$ cat config.mk
export PLATFORM = sky130hd
export DESIGN_NAME = eth_pcs_rx_gearbox_sync
export DESIGN_NICKNAME = d
export VERILOG_FILES = /design/src/rtl/eth_pcs_rx_gearbox_sync.sv
export SDC_FILE = /design/constraint.sdc
export NUM_CORES = 1
export LEC_CHECK = 0
export ABC_AREA = 1
export CORE_ASPECT_RATIO = 0.9
export CORE_UTILIZATION = 50
export CTS_BUF_LIST = sky130_fd_sc_hd__clkbuf_8 sky130_fd_sc_hd__clkbuf_16
export CTS_CLUSTER_DIAMETER = 200
export DETAILED_ROUTE_END_ITERATION = 16
export PLACE_DENSITY = 0.72
export SLEW_MARGIN = 10
export SYNTH_ARGS = -nofsm -noshare
export SYNTH_HDL_FRONTEND = slang
export SYNTH_SLANG_ARGS = --single-unit
$ cat constraint.sdc
create_clock -name i_clk -period 7.39 [get_ports i_clk]
set_input_delay 1.1085 -clock i_clk [delete_from_list [all_inputs] [get_ports i_clk]]
set_output_delay 1.1085 -clock i_clk [all_outputs]
set_load 0.1 [all_outputs]
$ cat src/rtl/eth_pcs_rx_gearbox_sync.sv
// eth_pcs_rx_gearbox_sync: 10GBASE-R receive gearbox turning 32-bit SerDes words into 66b half-blocks, with block lock
// i_clk, i_reset: clock and synchronous active-high reset
// i_rx_data: raw SerDes word, bit 0 earliest
// o_data, o_hdr: half-block payload and sync header (o_hdr[0] first bit)
// o_hdr_valid: first half of a block; o_valid: output strobe and descrambler enable
// o_block_lock: block lock achieved; o_slip: one-cycle bit-slip pulse
module eth_pcs_rx_gearbox_sync #(
  parameter int SH_CNT_MAX   = 64,
  parameter int SH_INVLD_MAX = 16
) (
  input  logic        i_clk,
  input  logic        i_reset,
  input  logic [31:0] i_rx_data,
  output logic [31:0] o_data,
  output logic [1:0]  o_hdr,
  output logic        o_hdr_valid,
  output logic        o_valid,
  output logic        o_block_lock,
  output logic        o_slip
);
  localparam int CW = $clog2(SH_CNT_MAX + 1);
  typedef enum logic {UNLOCKED, LOCKED} lock_t;
  lock_t st, st_nxt;
  logic [67:0] buf_q, buf_app, buf_sh;
  logic [6:0] fill, fill_app, n;
  logic hdr_ph, slip_pend, take, hdr_chk, hdr_bad, slip_req, win_end;
  logic [CW-1:0] sh_cnt, sh_cnt_inc, sh_cnt_nxt, inv_cnt, inv_cnt_inc, inv_cnt_nxt;
  assign fill_app = fill + 7'd32;
  assign n = (hdr_ph ? 7'd34 : 7'd32) + {6'd0, slip_pend};
  assign take = fill_app >= n;
  assign buf_app = buf_q | ({36'd0, i_rx_data} << fill);
  // a pending slip drops the oldest bit before the header is taken
  assign buf_sh = buf_app >> slip_pend;
  assign hdr_chk = take & hdr_ph;
  assign hdr_bad = buf_sh[0] == buf_sh[1];
  assign sh_cnt_inc = sh_cnt + CW'(1);
  assign inv_cnt_inc = inv_cnt + CW'(hdr_bad);
  assign win_end = sh_cnt_inc == CW'(SH_CNT_MAX);
  assign o_block_lock = st == LOCKED;
  always_comb begin
    slip_req = hdr_chk & (st == UNLOCKED ? hdr_bad : inv_cnt_inc == CW'(SH_INVLD_MAX));
    st_nxt = slip_req ? UNLOCKED : (hdr_chk & win_end) ? LOCKED : st;
    sh_cnt_nxt = !hdr_chk ? sh_cnt : (slip_req | win_end) ? '0 : sh_cnt_inc;
    inv_cnt_nxt = !hdr_chk ? inv_cnt : (slip_req | win_end) ? '0 : inv_cnt_inc;
  end
  always_ff @(posedge i_clk) begin
    if (i_reset) st <= UNLOCKED;
    else st <= st_nxt;
  end
  always_ff @(posedge i_clk) begin
    if (i_reset) begin
      buf_q <= '0;
      fill <= '0;
      hdr_ph <= 1'b1;
      slip_pend <= 1'b0;
      sh_cnt <= '0;
      inv_cnt <= '0;
      o_data <= '0;
      o_hdr <= '0;
      o_hdr_valid <= 1'b0;
      o_valid <= 1'b0;
      o_slip <= 1'b0;
    end else begin
      buf_q <= take ? buf_sh >> (hdr_ph ? 7'd34 : 7'd32) : buf_app;
      fill <= take ? fill_app - n : fill_app;
      hdr_ph <= take ? slip_req | ~hdr_ph : hdr_ph;
      slip_pend <= take ? slip_req : slip_pend;
      sh_cnt <= sh_cnt_nxt;
      inv_cnt <= inv_cnt_nxt;
      o_data <= hdr_ph ? buf_sh[33:2] : buf_sh[31:0];
      o_hdr <= hdr_chk ? buf_sh[1:0] : 2'b00;
      o_hdr_valid <= hdr_chk;
      o_valid <= take;
      o_slip <= slip_req;
    end
  end
endmodule

==> run summary <==
maximum clock frequency - 236 MHz
Syn. warnings - 0
diodes inserted - 0
status - finished clean
Layout area overhead - 13.6%
hold path depth - 2
Final Cell Area - 10000 um^2
Total Routing Usage GR - 31.4%
Post-CTS Setup Inserts - 0
antenna-violating nets left - 0
I/O pin count - 72
router iterations before antenna repair - 5
Die W - 142 um
Max Cap Viol - 0
worst setup path category - primary input to register
Hold Startpoint - inv_cnt[0]
Top FF cell, synth - dfxtp_1
Reg clk slew, reported paths - 0.06 ns
global-route wire length before repair - 44400 um
CORE AREA - 17100 um^2
Critical Path RT - 7.70 ns
Setup TNS - 0 ns
Max Slew Vio Count - 0
Routed WL - 27700 um
Period Utilization, post-route - 57.3%
Skew-Pair Late Insertion Delay - 0.42 ns
clock sink count - 129
TritonCTS buffer count - 17
CTS H-tree depth - 4
Register-to-Register Path Depth - 20
placed cell area - 9450 um^2
share of layout cells above drive strength 1 - 8.84%
Worst EP arrival - 4.55 ns
Initial Util - 51.8%
Hold Path End - inv_cnt[0]
# rows - 45
Post-DP HPWL - 20200 um
FF-to-FF End - o_block_lock
routability cong. - 0.949
Synth Cell Area - 8830 um^2
Worst slew margin - 34.9%
Starting DRT DRC Count - 1039
final net count - 1443
die area - 18200 um^2
Synth Register Bits - 129
sequential-to-total area share from yosys stat - 29.2%
crit end category - register
Vias - 9611
final setup vio count - 0
cts repair resizes - 0
GRT overflow - 0
largest net degree at the start of global routing - 80
Hold/Removal Path Class - register to register
routed len/inst - 16.8 um
vias in the first global route - 8410
Worst Tran Pin Value - 0.974 ns
number of port buffers - 71
syn nets - 1431
Startpoint Class - primary input
Clock Skew - 0.0109 ns
initial antenna violation count - 0
reg2reg setup slack - 3.49 ns
detailed-route vias per instance - 5.83
Distinct cells, synth - 46
Final min period - 4.24 ns
clock root cell - clkbuf_16
CTS max path bufs - 2
reg2reg start - fill[2]
hold buffers post-CTS - 0
DRC - 0
Die Ht - 128 um
Mapped Cells - 1390
crit path max fanout - 15
fillcell total - 1667
Layout Utilization - 58.8%
average size of a mapped cell - 6.36 um^2
Final Hold Vio Count - 0
EDFF count, synth - 0
RSZ-0062 raised after global routing - no
Async SR Flop Fraction - 0%
TritonCTS clock tree - yes
[state kept, by name, summed over array words and instances, names as in the netlist]
name          flops
buf_q            68
o_data           32
sh_cnt            7
hdr_ph            1
slip_pend         1
o_hdr_valid       1
o_slip            1
o_hdr             2
fill              7
inv_cnt           7
o_block_lock      1
o_valid           1
[cells by family (layout without fill, tap and decap cells)]
family          Yosys count  count (layout)  synth area share (%)
xor+xnor                  9               9                 0.892
simple gates            905             905                  48.9
buf+inv                 193             217                  9.93
flops                   129             129                  29.2
fa+ha+maj                 7               7                  1.08
compound gates          147             147                  9.94
[worst max-delay path, stage by stage]
cell	delay (ns)
clkdlybuf4s50_1	0.49
nand2_1	0.07
nand3_1	0.14
nand3_2	0.11
nor2_2	0.19
nand3_1	0.12
nand3_1	0.12
nand2_1	0.12
nand2_2	0.11
and2_1	0.14
ha_1	0.16
ha_1	0.18
nand3_1	0.12
nand3b_1	0.19
xnor2_1	0.15
nor3_1	0.15
nand3_1	0.44
nand2_1	0.27
nand2_1	0.07
nand2_1	0.06
nor2_1	0.04
[synth_stat cells, types with 10 or more instances]
| library cell | number | share of area (%) |
|---|---|---|
| a21oi_1 | 56 | 3.2 |
| buf_1 | 15 | 0.64 |
| buf_2 | 39 | 2.2 |
| clkbuf_1 | 17 | 0.72 |
| dfxtp_1 | 129 | 29 |
| inv_1 | 91 | 3.9 |
| inv_2 | 12 | 0.51 |
| nand2_1 | 348 | 15 |
| nand2_2 | 16 | 1.1 |
| nand3_1 | 413 | 23 |
| nand3_2 | 17 | 1.9 |
| nand4_1 | 31 | 2.2 |
| nor2_1 | 33 | 1.4 |
| o211ai_1 | 10 | 0.85 |
| o21ai_0 | 13 | 0.74 |
| o21ai_1 | 30 | 1.7 |
| or2_1 | 11 | 0.78 |
[worst max-delay path by stage]
stage                 startpoint      endpoint
CTS                 i_rx_data[0]     slip_pend
finish              i_rx_data[1]  o_block_lock
global route        i_rx_data[1]     slip_pend
detailed placement  i_rx_data[0]  o_block_lock
global placement    i_rx_data[1]  o_block_lock
floorplan           i_rx_data[1]    inv_cnt[3]
[layout make-up]
class / count / area (um^2) / share of cell area, %
clock inverters: 12 / 134 / 1.33
clock buffers: 19 / 453 / 4.51
multi-input cells: 1068 / 5380 / 53.7
repair buffers: 80 / 778 / 7.76
inverters: 106 / 408 / 4.06
flip-flops and latches: 129 / 2580 / 25.7
well taps: 235 / 294 / 2.93
[routing by layer]
layer	vias up	wire length [um]	global-route usage, %	part of all wire [%]
li1	4746	-	-	-
met1	4394	12100	42.7	44
met2	412	12500	49.0	45
met3	59	2290	6.65	8.3
met4	0	794	11.3	2.9
met5	-	0	0	0
[stage by stage]
stage	hold WS [ns]	worst slack, ns	std cells
2_1_floorplan	0.450	3.94	1390
3_3_place_gp	0.463	2.82	1618
3_5_place_dp	0.469	2.75	1618
4_1_cts	0.478	3.18	1649
5_1_grt	0.490	2.64	1649
6_report	0.480	3.15	1649
[layout by cell type (no fill, tap or decap), types with 3 or more instances in the layout]
master,Yosys,layout
nand3_1,413,413
nand2_1,348,348
dfxtp_1,129,128
inv_1,91,91
clkdlybuf4s50_1,0,71
a21oi_1,56,56
nor2_1,33,31
nand4_1,31,31
o21ai_1,30,30
nand3_2,17,17
clkbuf_16,0,17
nand2_2,16,16
inv_2,12,13
o21ai_0,13,13
or2_1,11,11
o211ai_1,10,10
buf_4,7,9
nor2_4,7,8
and2_1,7,7
nor3_1,7,7
o22ai_1,7,7
o21ai_2,6,6
a21oi_2,6,6
o21bai_1,6,6
xor2_1,6,6
ha_1,6,6
nor2_2,4,5
a31o_2,5,5
clkinvlp_4,0,4
inv_6,1,3
or2_0,3,3
a31oi_1,3,3
nand3b_1,3,3
xnor2_1,3,3
Power is not shown: default switching activity piles up to over one toggle a cycle in this logic, so the estimate is an artifact.
